`src/rtl/clkgate_ctrl_pkg.sv`:
```
// Shared types and helpers for the gated-clock branch sequencer.
// State encodings are visible on the state port, so keep them fixed.
package clkgate_ctrl_pkg;

    typedef enum logic [1:0] {
        ST_OFF  = 2'd0,
        ST_WAKE = 2'd1,
        ST_ON   = 2'd2,
        ST_HOLD = 2'd3
    } state_t;

    // Counter must hold the larger of the two reload values (value - 1),
    // plus one spare so a parameter of 1 still yields a 1-bit counter.
    function automatic int calc_cnt_w(input int wake_cyc, input int idle_cyc);
        int max_cyc;
        max_cyc = (wake_cyc > idle_cyc) ? wake_cyc : idle_cyc;
        return (max_cyc < 1) ? 1 : $clog2(max_cyc + 1);
    endfunction

endpackage

```
`src/rtl/clkgate_ctrl_cnt.sv`:
```
// Loadable down-counter that saturates at zero; used for both the wake-up
// settle interval and the idle hysteresis interval.
module clkgate_ctrl_cnt #(
    parameter int CNT_W = 4
) (
    input  logic             clk,
    input  logic             rn,
    input  logic             load,
    input  logic [CNT_W-1:0] load_val,
    input  logic             dec,
    output logic             zero
);

    logic [CNT_W-1:0] count_reg;
    logic [CNT_W-1:0] count_next;

    always_comb begin
        count_next = count_reg;
        if (load) begin
            count_next = load_val;
        end else if (dec && (count_reg != '0)) begin
            count_next = count_reg - 1'b1;
        end
    end

    always_ff @(posedge clk or negedge rn) begin
        if (!rn) begin
            count_reg <= '0;
        end else begin
            count_reg <= count_next;
        end
    end

    assign zero = (count_reg == '0);

endmodule

```
`src/rtl/clkgate_ctrl.sv`:
```
// Sequences a shared gated-clock branch: enables the ICG on demand, waits for
// the tree to settle before granting, and holds the clock through idle gaps.
module clkgate_ctrl
    import clkgate_ctrl_pkg::*;
#(
    parameter int NUM_REQ  = 4,
    parameter int WAKE_CYC = 2,
    parameter int IDLE_CYC = 8
) (
    input  logic               clk,
    input  logic               rn,
    input  logic [NUM_REQ-1:0] req,
    input  logic               force_on,
    output logic [NUM_REQ-1:0] ack,
    output logic               clk_en,
    output logic [1:0]         state
);

    localparam int CNT_W = calc_cnt_w(WAKE_CYC, IDLE_CYC);
    localparam logic [CNT_W-1:0] WAKE_LOAD = CNT_W'(WAKE_CYC - 1);
    localparam logic [CNT_W-1:0] IDLE_LOAD = CNT_W'(IDLE_CYC - 1);

    state_t             state_reg;
    state_t             state_next;
    logic               clk_en_reg;
    logic               clk_en_next;
    logic [NUM_REQ-1:0] ack_reg;
    logic [NUM_REQ-1:0] ack_next;

    logic               demand;
    logic               cnt_load;
    logic [CNT_W-1:0]   cnt_load_val;
    logic               cnt_dec;
    logic               cnt_zero;

    assign demand = (|req) | force_on;

    clkgate_ctrl_cnt #(
        .CNT_W (CNT_W)
    ) u_cnt (
        .clk      (clk),
        .rn       (rn),
        .load     (cnt_load),
        .load_val (cnt_load_val),
        .dec      (cnt_dec),
        .zero     (cnt_zero)
    );

    always_comb begin
        state_next   = state_reg;
        cnt_load     = 1'b0;
        cnt_load_val = '0;
        cnt_dec      = 1'b0;
        case (state_reg)
            ST_OFF: begin
                if (demand) begin
                    state_next   = ST_WAKE;
                    cnt_load     = 1'b1;
                    cnt_load_val = WAKE_LOAD;
                end
            end
            ST_WAKE: begin
                // Settle time is unconditional: a dropped demand still lands in
                // ON, which then falls through to HOLD on the next edge.
                if (cnt_zero) begin
                    state_next = ST_ON;
                end else begin
                    cnt_dec = 1'b1;
                end
            end
            ST_ON: begin
                if (!demand) begin
                    state_next   = ST_HOLD;
                    cnt_load     = 1'b1;
                    cnt_load_val = IDLE_LOAD;
                end
            end
            ST_HOLD: begin
                // Demand outranks expiry so a late request never sees the clock drop.
                if (demand) begin
                    state_next = ST_ON;
                end else if (cnt_zero) begin
                    state_next = ST_OFF;
                end else begin
                    cnt_dec = 1'b1;
                end
            end
            default: begin
                state_next = ST_OFF;
            end
        endcase
    end

    assign clk_en_next = (state_next != ST_OFF);

    generate
        for (genvar gi = 0; gi < NUM_REQ; gi++) begin : g_ack
            assign ack_next[gi] = req[gi] & (state_next == ST_ON);
        end
    endgenerate

    always_ff @(posedge clk or negedge rn) begin
        if (!rn) begin
            state_reg  <= ST_OFF;
            clk_en_reg <= 1'b0;
            ack_reg    <= '0;
        end else begin
            state_reg  <= state_next;
            clk_en_reg <= clk_en_next;
            ack_reg    <= ack_next;
        end
    end

    assign ack    = ack_reg;
    assign clk_en = clk_en_reg;
    assign state  = state_reg;

endmodule

```
`config.mk`:
```
export PLATFORM = sky130hd
export DESIGN_NAME = clkgate_ctrl
export DESIGN_NICKNAME = d
export VERILOG_FILES = /design/src/rtl/clkgate_ctrl_pkg.sv /design/src/rtl/clkgate_ctrl_cnt.sv /design/src/rtl/clkgate_ctrl.sv
export SDC_FILE = /design/constraint.sdc
export NUM_CORES = 1
export LEC_CHECK = 0
export CAP_MARGIN = 5
export CORE_AREA = 3 3 40 42
export DETAILED_ROUTE_END_ITERATION = 10
export DIE_AREA = 0 0 43 45
export GPL_ROUTABILITY_DRIVEN = 0
export GPL_TIMING_DRIVEN = 0
export PLACE_DENSITY = 0.77
export SLEW_MARGIN = 20
export SYNTH_ARGS = -nofsm -noshare
export SYNTH_HDL_FRONTEND = slang
export SYNTH_SLANG_ARGS = --single-unit
```
`constraint.sdc`:
```
create_clock -name clk -period 1.7 [get_ports clk]
set_input_delay 0.34 -clock clk [delete_from_list [all_inputs] [get_ports clk]]
set_output_delay 0.34 -clock clk [all_outputs]
set_load 0.1 [all_outputs]
```
## Yosys cells after proc, flatten, opt, wreduce, memory -nomap -nowiden

Cells that the tools add are included.

- Mux-type cells: 17
- Eq/ne operators: 4
- Bitwise operators: 5
- Add/sub/neg operators: 1
- Reduce and logical (&&, ||, !) cells: 7

Operators with widths:

| cell | count |
|---|---|
| 2-to-1 mux 2 bit | 5 |
| 2-to-1 mux 4 bit | 2 |
| case mux 2 bit (4 select lines) | 1 |
| equality test 2 bit (second input constant) | 3 |
| case mux 3 bit (2 select lines) | 1 |
| 2-to-1 mux 1 bit | 5 |
| bitwise AND 1 bit | 4 |
| logical NOT 4 bit | 1 |
| case mux 1 bit (2 select lines) | 2 |
| nonzero test 2 bit | 2 |
| nonzero test 4 bit | 1 |
| OR reduction 4 bit | 1 |
| subtractor 4 x 1 -> 4 bit (second input constant) | 1 |
| 2-to-1 mux 3 bit | 1 |
| equality test 2 x 1 -> 1 bit (second input constant) | 1 |
| logical NOT 2 bit | 1 |
| logical AND 1 bit | 1 |
| OR 1 bit | 1 |

- Bits in registers: 11
- Input port bits: 7

## Depth between registers and ports, before layout

Gate-level depths: netlist of the first run.

- Word-level depth: 7
- Gate-level depth with buffers: 6
- Depth with buffers taken out: 6

## Modules after synthesis

Synthesis of the first run repeated with hierarchy kept, for this count alone.

- Cells, all modules: 53
- Area, all modules: 575.6 um^2

Modules (own cells, without submodules):

| module | cells an instance | instances | sequential area each (um^2) | area an instance (um^2) |
|---|---|---|---|---|
| clkgate_ctrl | 26 | 1 | 175.2 | 305.3 |
| clkgate_ctrl_cnt | 27 | 1 | 100.1 | 270.3 |

## Worst setup path after synthesis of the first run

OpenSTA, ideal clock, no wires.

- Kind: reg2reg
- Start: register state_reg[0] (netlist: state[0])
- End: register u_cnt.count_reg[0]
- Setup slack: -297 ps
- Arrival time: 1875 ps
- Required time: 1577 ps
- Setup time: 123 ps
- Period minus slack after synthesis: 1997 ps
- Cell stages (with the launch flop): 5
- Path buffers: 1
- Cells stage by stage: dfrtp_1 buf_2 inv_1 or4_1 o221a_2

- Longest elaborated chain between the ends: 4
- Elaborated cells on any way between the ends: 10

Ends and longest elaborated chain:

| item | line | text |
|---|---|---|
| start: declaration | clkgate_ctrl.sv:23 | `state_t state_reg;` |
| start signal: assignment | clkgate_ctrl.sv:108 | `state_reg <= state_next;` |
| equality test 2 bit or equality test 2 x 1 -> 1 bit (tied branches) | clkgate_ctrl.sv:54 | `case (state_reg)` |
| case mux 1 bit (2 select lines) | clkgate_ctrl.sv:54 |  |
| logical AND 1 bit | clkgate_ctrl_cnt.sv:21 | `end else if (dec && (count_reg != '0)) begin` |
| nonzero test 2 bit (no source line) | n/a |  |
| end signal: assignment | clkgate_ctrl_cnt.sv:30 | `count_reg <= count_next;` |
| end: declaration | clkgate_ctrl_cnt.sv:14 | `logic [CNT_W-1:0] count_reg;` |

Parallel ways exist; a longest one is shown, timed or not.
A chain may end at the register's enable or synchronous reset.

## Worst setup path after layout of the first run

- Start: register u_cnt.count_reg[0]
- End: register u_cnt.count_reg[3]

- Longest elaborated chain between the ends: 6
- Elaborated cells on any way between the ends: 10

Ends and longest elaborated chain:

| item | line | text |
|---|---|---|
| logical NOT 4 bit | clkgate_ctrl_cnt.sv:34 | `assign zero = (count_reg == '0);` |
| 2-to-1 mux 1 bit | clkgate_ctrl.sv:65, clkgate_ctrl.sv:82 |  |
| 2-to-1 mux 1 bit | clkgate_ctrl.sv:80 | `if (demand) begin` |
| case mux 1 bit (2 select lines) | clkgate_ctrl.sv:54 |  |
| logical AND 1 bit | clkgate_ctrl_cnt.sv:21 |  |
| nonzero test 2 bit (no source line) | n/a |  |

Parallel ways exist; a longest one is shown, timed or not. The select of a mux whose other input is x is not followed.

==> impl_metrics.json, run 1 <==
{
  "status": "complete, no violations",
  "num_rows": 13,
  "diodes": 0,
  "layout_common_cells": "dfrtp_1 (8), clkdlybuf4s15_2 (7), inv_1 (6), clkdlybuf4s50_1 (6), nor2_1 (5)",
  "finalMaxSlewViolations": 0,
  "dieHeight_um": 45,
  "htree_levels": 1,
  "cts_setup_buffers": 0,
  "fin_skew_ps": 6.60,
  "dr_total_vias": 524,
  "cts_sinks": 11,
  "final_common_cell": "dfrtp_1",
  "initial_core_util": 0.439,
  "syn_area_um2": 564,
  "grt_pass1_wl_mm": 1.97,
  "synth_area_leader_cell": "dfrtp_1",
  "p_int_w": 0.000435,
  "grt_overflow": 0,
  "yosys.area.top_type_share": 0.488,
  "arrival_ps": 1850,
  "power.share.sequential": 0.506,
  "final_hold_viol_count": 0,
  "die_area_um2": 1940,
  "stdcell_count": 89,
  "maxCapViolCount": 0,
  "dp.final_hpwl_um": 861,
  "n_fill_cell": 105,
  "final_nets": 83,
  "hold_slack_ps": 393,
  "cts_tree": "yes",
  "path_max_fanout": 6,
  "root_buffer": "clkbuf_4",
  "worstSetupPathType": "register to register",
  "drive_above_1_share": 0.270,
  "fin_crit_sh": 0.963,
  "core_area_um2": 1280,
  "relSlewSlack": 0.636,
  "drt-initial-drc-count": 14,
  "synth_cells": 57,
  "rsz0062_at_grt": "false",
  "yosysSeqAreaShare": 0.488,
  "setup_tns_ps": 0,
  "clkPwrFrac": 0.279,
  "combinationalPowerShare": 0.215,
  "hold_buffers": 0,
  "power_leakage_nw": 0.309,
  "yosysWarnings": 0,
  "power.total_w": 0.000642,
  "area_growth_pct": 34.6,
  "drc": 0,
  "die_x_um": 43,
  "vias_per_cell": 5.89,
  "dr.pass1.iters": 4,
  "vdd_drop_max_mv": 0.384,
  "min_period_ps": 1640,
  "cts.path.max_buffers": 2,
  "worstPathCellList": "inv_1 > ha_1 > or4_4 > o32ai_1 > a221o_2",
  "wire_per_inst_um": 12.9,
  "ioPinCount": 14,
  "yosys_register_bits": 11,
  "slowest_stage": "or4_4",
  "io_buffers": 13,
  "cts-buffers-inserted": 3,
  "crit_path_max_incr_delay_ps": 490,
  "hp-class": "input pin to asynchronous set/reset pin",
  "drt_wl_total_mm": 1.15,
  "final-setup-viol-count": 0,
  "grt_pass1_vias": 477,
  "grt_use_total": 0.138,
  "r2r_cells": 5,
  "tightest_slew_ps": 549,
  "clkLatencyLatePin_ps": 270,
  "max_freq_ghz": 0.611,
  "cp_data_required_time_ps": 1920,
  "antenna_found_initial": 0,
  "start_kind": "register",
  "syn_nets": 65,
  "ys_types": 25,
  "synthTopCellsByArea": "dfrtp_1 (49%), nor2b_1 (4.4%), inv_1 (4.0%)",
  "final_util": 0.591,
  "synth_area_per_cell_um2": 9.90,
  "clk_pin_slew_ps": 80,
  "drtAntennaViolNets": 0,
  "cp-end-kind": "register",
  "power.density_nw_per_um2": 845,
  "dp.cells": 85,
  "power_switching_w": 0.000207,
  "grt_max_degree": 12,
  "switching_share": 0.322
}
==> metal layers <==
metal,wire [um],up-vias,global-route usage
li1,-,244,-
met2,536,36,0.219
met5,0,-,0
met3,118,9,0.0438
met1,455,235,0.167
met4,35,0,0.0783
==> cells by family (layout without fill, tap and decap cells) <==
group                    Yosys count  after routing  share of synthesized area
AO/OA/AOI/OAI                     17             17                      0.208
adder cells (fa/ha/maj)            1              1                     0.0222
buffers and inverters              7             24                     0.0488
flip-flops                        11             11                      0.488
AND/OR/NAND/NOR                   21             21                      0.233
==> power groups by stage <==
stage | clock network, W | registers (W) | logic [W]
2_1_floorplan | 0 | 0.000356 | 0.0000614
3_3_place_gp | 0 | 0.000324 | 0.000137
3_5_place_dp | 0 | 0.000326 | 0.000140
4_1_cts | 0.000179 | 0.000321 | 0.000139
5_1_grt | 0.000193 | 0.000328 | 0.000148
6_report | 0.000179 | 0.000325 | 0.000138
==> synthesized netlist by cell type <==
| library cell | instances |
|---|---|
| buf_2 | 1 |
| nor3_1 | 1 |
| o311a_1 | 1 |
| o31ai_1 | 2 |
| or4_1 | 1 |
| nand3_1 | 1 |
| nor4_4 | 1 |
| o32ai_1 | 1 |
| nand2b_1 | 2 |
| a22oi_1 | 1 |
| o221a_2 | 1 |
| o211ai_1 | 1 |
| nor2_1 | 5 |
| a21oi_1 | 4 |
| dfrtp_1 | 11 |
| a221o_2 | 1 |
| nand3b_1 | 1 |
| nor2b_1 | 4 |
| o22ai_1 | 1 |
| o21ai_0 | 4 |
| and2_1 | 1 |
| or4_4 | 1 |
| nand2_1 | 3 |
| inv_1 | 6 |
| ha_1 | 1 |
==> layout make-up <==
cell class / instances / area, um2 / area share
timing repair buffer: 13 / 139 / 0.183
sequential: 11 / 282 / 0.371
inverter: 6 / 22.5 / 0.0297
buffer: 1 / 5.00 / 0.00659
clock inverter: 1 / 5.00 / 0.00659
tap: 15 / 18.8 / 0.0247
clock buffer: 3 / 22.5 / 0.0297
multi-input combinational: 39 / 265 / 0.349
==> what timing repair did <==
item                                    4_1_cts  5_1_grt
gates resized for setup                      21        2
endpoints found under the setup margin        7        2
endpoints found under the hold margin         0        0
==> critical path, delay by kind of cell, from the launching register on <==
kind / cells / cell delay [ps]
adders and majority gates: 1 / 230
and+or+nand+nor: 1 / 490
buffers and inverters: 1 / 60
AOI/OAI and AO/OA: 2 / 390
DFF: 1 / 420
==> through the flow <==
step / cell area, um2 / setup slack [ps]
global route: 759 / 27.0
global placement: 718 / -175
detailed placement: 718 / -180
CTS: 754 / 42.2
floorplan: 569 / 84.6
finish: 759 / 63.4
==> worst paths after layout <==
check	to	startpoint	slack (ps)
min	state[0]$_DFF_PN0_	rn	390
min reg2reg	u_cnt.count_reg[2]$_DFFE_PN0P_	u_cnt.count_reg[2]$_DFFE_PN0P_	630
min in group clk	u_cnt.count_reg[2]$_DFFE_PN0P_	u_cnt.count_reg[2]$_DFFE_PN0P_	630
max reg2reg	u_cnt.count_reg[3]$_DFFE_PN0P_	u_cnt.count_reg[0]$_DFFE_PN0P_	60
max	u_cnt.count_reg[3]$_DFFE_PN0P_	u_cnt.count_reg[0]$_DFFE_PN0P_	60
max in group asynchronous	state[0]$_DFF_PN0_	rn	940
No activity file was read; power rests on OpenSTA's default activity.
==> run 2: changes to the inputs <==
--- a/config.mk
+++ b/config.mk
@@ -12,7 +12,7 @@
 export GPL_ROUTABILITY_DRIVEN = 0
 export GPL_TIMING_DRIVEN = 0
 export PLACE_DENSITY = 0.77
-export SLEW_MARGIN = 20
+export SETUP_SLACK_MARGIN = 0.5
 export SYNTH_ARGS = -nofsm -noshare
 export SYNTH_HDL_FRONTEND = slang
 export SYNTH_SLANG_ARGS = --single-unit
==> impl_metrics.json, run 2 (same netlist as run 1, synthesis figures left out) <==
{
  "status": "complete, no violations",
  "maxCapViolCount": 0,
  "diodes": 0,
  "clkLatencyLatePin_ps": 270,
  "drtAntennaViolNets": 0,
  "grt_pass1_wl_mm": 2.37,
  "worstSetupPathType": "register to register",
  "initial_core_util": 0.439,
  "antenna_found_initial": 0,
  "cts.path.max_buffers": 2,
  "hp-class": "input pin to asynchronous set/reset pin",
  "grt_overflow": 0,
  "area_growth_pct": 65.2,
  "dr_total_vias": 548,
  "vias_per_cell": 5.65,
  "grt_use_total": 0.172,
  "fin_crit_sh": 0.897,
  "path_max_fanout": 3,
  "min_period_ps": 1520,
  "finalMaxSlewViolations": 0,
  "root_buffer": "clkbuf_4",
  "max_freq_ghz": 0.656,
  "grt_max_degree": 12,
  "power_leakage_nw": 0.362,
  "arrival_ps": 1740,
  "final_hold_viol_count": 0,
  "ioPinCount": 14,
  "num_rows": 13,
  "final_nets": 91,
  "cts_sinks": 11,
  "hold_slack_ps": 409,
  "clk_pin_slew_ps": 70,
  "drive_above_1_share": 0.610,
  "cp_data_required_time_ps": 1910,
  "cts-buffers-inserted": 3,
  "layout_common_cells": "buf_4 (8), buf_6 (6), inv_2 (5), dfrtp_2 (5)",
  "cts_tree": "yes",
  "drt-initial-drc-count": 26,
  "drc": 0,
  "vdd_drop_max_mv": 0.497,
  "io_buffers": 13,
  "fin_skew_ps": 1.49,
  "tightest_slew_ps": 517,
  "dr.pass1.iters": 4,
  "post-place-ws_ps": -224,
  "drt_wl_total_mm": 1.56,
  "start_kind": "register",
  "cp-end-kind": "register",
  "htree_levels": 1,
  "core_area_um2": 1280,
  "die_area_um2": 1940,
  "final_util": 0.725,
  "rsz0062_at_grt": "true",
  "final-setup-viol-count": 0,
  "setup_ws_ps": 175,
  "grt_pass1_vias": 516,
  "die_x_um": 43,
  "hold_buffers": 0,
  "dp.final_hpwl_um": 892,
  "power.density_nw_per_um2": 731,
  "wire_per_inst_um": 16.1,
  "final_common_cell": "buf_4",
  "relSlewSlack": 0.654,
  "dieHeight_um": 45
}
[run 2: area by class of cell]
class / instances / area [um2]
plain buffers: 1 / 11.3
inverters: 6 / 22.5
clock buffers: 4 / 26.3
repair buffers: 21 / 215
well taps: 15 / 18.8
flip-flops and latches: 11 / 289
fillers: 89 / 353
multi-input cells: 39 / 349
[run 2: metrics by stage]
step	cells	power (W)	setup TNS, ps	area, um2
2_1_floorplan	57	0.000422	0	613
3_3_place_gp	85	0.000465	-1210	762
3_5_place_dp	85	0.000471	-1300	762
4_1_cts	95	0.000680	0	897
5_1_grt	97	0.000714	0	932
6_report	97	0.000681	0	932
[run 2: report_power, final]
part	internal, W	switching, W
clock network	0.0000909	0.0000910
logic	0.0000809	0.0000953
registers	0.000287	0.0000358
total	0.000459	0.000222
[run 2: worst paths after layout]
check | startpoint | to | slack (ps) | depth (start not counted)
worst max-delay path | u_cnt.count_reg[1]$_DFFE_PN0P_ | u_cnt.count_reg[3]$_DFFE_PN0P_ | 180 | 5
worst min-delay path | rn | u_cnt.count_reg[1]$_DFFE_PN0P_ | 410 | 1
worst max register to register | u_cnt.count_reg[1]$_DFFE_PN0P_ | u_cnt.count_reg[3]$_DFFE_PN0P_ | 180 | 5
worst min register to register | u_cnt.count_reg[2]$_DFFE_PN0P_ | u_cnt.count_reg[2]$_DFFE_PN0P_ | 640 | 2
max in group asynchronous | rn | state[0]$_DFF_PN0_ | 900 | 1
min in group clk | req[1] | ack[1]$_DFF_PN0_ | 430 | 2
[run 2: what timing repair did]
| action | 4_1_cts | 5_1_grt |
|---|---|---|
| buffers inserted | 6 | 2 |
| pin swaps | 11 | 5 |
| resized for setup | 69 | 7 |
| endpoints found under the setup margin | 18 | 18 |
[run 2: metal layers]
metal	global-route usage	vias up	part of all wire	wire [um]
met5	0	-	0	0
met4	0.0964	0	0.021	33
met3	0.0279	4	0.066	103
met2	0.278	29	0.49	761
met1	0.220	260	0.43	666
li1	-	255	-	-
[run 2: critical path: stages (launching register included)]
cell,delay (ps)
dfrtp_1,380
inv_2,70
ha_4,160
or4_4,490
o32ai_2,220
a221o_2,140
==> run 3: changes to the inputs <==
==> constraint.sdc (replaced) <==
create_clock -name clk -period 1.9 [get_ports clk]
set_input_delay 0.38 -clock clk [delete_from_list [all_inputs] [get_ports clk]]
set_output_delay 0.38 -clock clk [all_outputs]
set_load 0.1 [all_outputs]
==> impl_metrics.json, run 3 (same netlist as run 1, synthesis figures left out) <==
{
  "post-place-ws_ps": -41.5,
  "vdd_drop_max_mv": 0.318,
  "combinationalPowerShare": 0.265,
  "grt_overflow": 0,
  "ioPinCount": 14,
  "switching_share": 0.342,
  "n_fill_cell": 113,
  "final_hold_viol_count": 0,
  "cts_sinks": 11,
  "grt_max_degree": 12,
  "grt_util_met2": 0.240,
  "start_kind": "register",
  "grt_use_met1": 0.211,
  "layout_common_cells": "dfrtp_1 (9), buf_4 (7), clkbuf_4 (6)",
  "max_freq_ghz": 0.648,
  "status": "finished with violations",
  "final-setup-viol-count": 0,
  "clkPwrFrac": 0.257,
  "hold_buffers": 0,
  "clk_pin_slew_ps": 70,
  "grt.busiest_layer": "met2",
  "fin_skew_ps": 5.90,
  "hp-class": "input pin to asynchronous set/reset pin",
  "grt_pass1_wl_mm": 2.30,
  "vias_per_cell": 5.95,
  "num_rows": 13,
  "initial_core_util": 0.439,
  "drc": 1,
  "finalMaxSlewViolations": 0,
  "dieHeight_um": 45,
  "setup_ws_ps": 357,
  "core_area_um2": 1280,
  "path_max_fanout": 3,
  "rsz0062_at_grt": "true",
  "cp_data_required_time_ps": 2120,
  "power_leakage_nw": 0.343,
  "tightest_slew_ps": 503,
  "grt_use_met3": 0.0757,
  "cts_tree": "yes",
  "io_buffers": 13,
  "final_nets": 88,
  "power.density_nw_per_um2": 733,
  "area_growth_pct": 50.8,
  "dp.final_hpwl_um": 843,
  "grt_pass1_vias": 488,
  "hold_slack_ps": 436,
  "worstSetupPathType": "register to register",
  "diodes": 0,
  "relSlewSlack": 0.664,
  "p_int_w": 0.000410,
  "grt_use_total": 0.168,
  "dr.pass1.iters": 7,
  "fin_crit_sh": 0.812,
  "final_common_cell": "dfrtp_1",
  "clkLatencyLatePin_ps": 270,
  "dr_total_vias": 559,
  "drive_above_1_share": 0.456,
  "power_switching_w": 0.000213,
  "root_buffer": "clkbuf_4",
  "drt-initial-drc-count": 23,
  "maxCapViolCount": 0,
  "die_area_um2": 1940,
  "cts.path.max_buffers": 2,
  "drtAntennaViolNets": 0,
  "cts-buffers-inserted": 3,
  "power.share.sequential": 0.478,
  "violations": "design-rule violations",
  "cp-end-kind": "register",
  "drt_wl_total_mm": 1.49,
  "arrival_ps": 1760,
  "die_x_um": 43,
  "htree_levels": 1,
  "wire_per_inst_um": 15.8,
  "antenna_found_initial": 0,
  "min_period_ps": 1540
}
## run 3: changes by cell type in the layout (fill, tap and decap cells not counted), moves of 3 or more
cell / change
dfrtp_2: -5
clkbuf_4: +3
dfrtp_1: +5
buf_6: -3
## run 3: final cells by class
class | instances | area [um2] | share of cell area
plain buffers | 1 | 11.3 | 0.0132
clock buffers | 3 | 22.5 | 0.0265
clock inverters | 1 | 5.00 | 0.00588
inverters | 6 | 22.5 | 0.0265
multi-input cells | 39 | 335 | 0.394
flip-flops and latches | 11 | 283 | 0.332
well taps | 15 | 18.8 | 0.0221
repair buffers | 18 | 153 | 0.179
## run 3: final timing paths
path	startpoint	endpoint	slack, ps	depth (start not counted)
worst max-delay path	u_cnt.count_reg[0]$_DFFE_PN0P_	u_cnt.count_reg[3]$_DFFE_PN0P_	360	5
worst min-delay path	rn	state[0]$_DFF_PN0_	440	1
worst max register to register	u_cnt.count_reg[0]$_DFFE_PN0P_	u_cnt.count_reg[3]$_DFFE_PN0P_	360	5
worst min register to register	u_cnt.count_reg[2]$_DFFE_PN0P_	u_cnt.count_reg[2]$_DFFE_PN0P_	690	2
max in group asynchronous	rn	state[1]$_DFF_PN0_	1080	1
min in group clk	req[0]	ack[0]$_DFF_PN0_	530	2
## run 3: power by group through the flow
stage	clock network (W)	logic [W]	registers [W]
after floorplan	0	0.0000557	0.000319
after global placement	0	0.000123	0.000290
after detailed placement	0	0.000126	0.000291
after CTS	0.000164	0.000150	0.000287
after global routing	0.000180	0.000177	0.000303
final	0.000160	0.000165	0.000298
## run 3: timing repair
item	CTS	global route
setup endpoints to repair	17	14
pin swaps	6	2
endpoints found under the hold margin	0	0
gates resized for setup	52	12
setup buffers	5	0
## run 3: layer usage
| metal | share of wire | wire length, um | vias up |
|---|---|---|---|
| met5 | 0 | 0 | - |
| met4 | 0.030 | 44 | 0 |
| met3 | 0.089 | 133 | 8 |
| met2 | 0.49 | 729 | 32 |
| met1 | 0.39 | 581 | 267 |
| li1 | - | - | 252 |
## run 3: critical path, stage by stage, from the launching register on
cell and delay, ps:
dfrtp_1 400, inv_2 60, ha_4 160, or4_4 510, o32ai_2 230, a221o_2 140
## run 3: stage by stage
stage	power, W	utilization	cell area (um2)	instances	setup TNS, ps
after global routing	0.000660	0.662	851	94	0
after CTS	0.000601	0.629	808	94	0
after detailed placement	0.000417	0.568	729	85	-50.8
after global placement	0.000413	0.568	729	85	-47.8
final	0.000623	0.662	851	94	0
after floorplan	0.000374	-	581	57	0
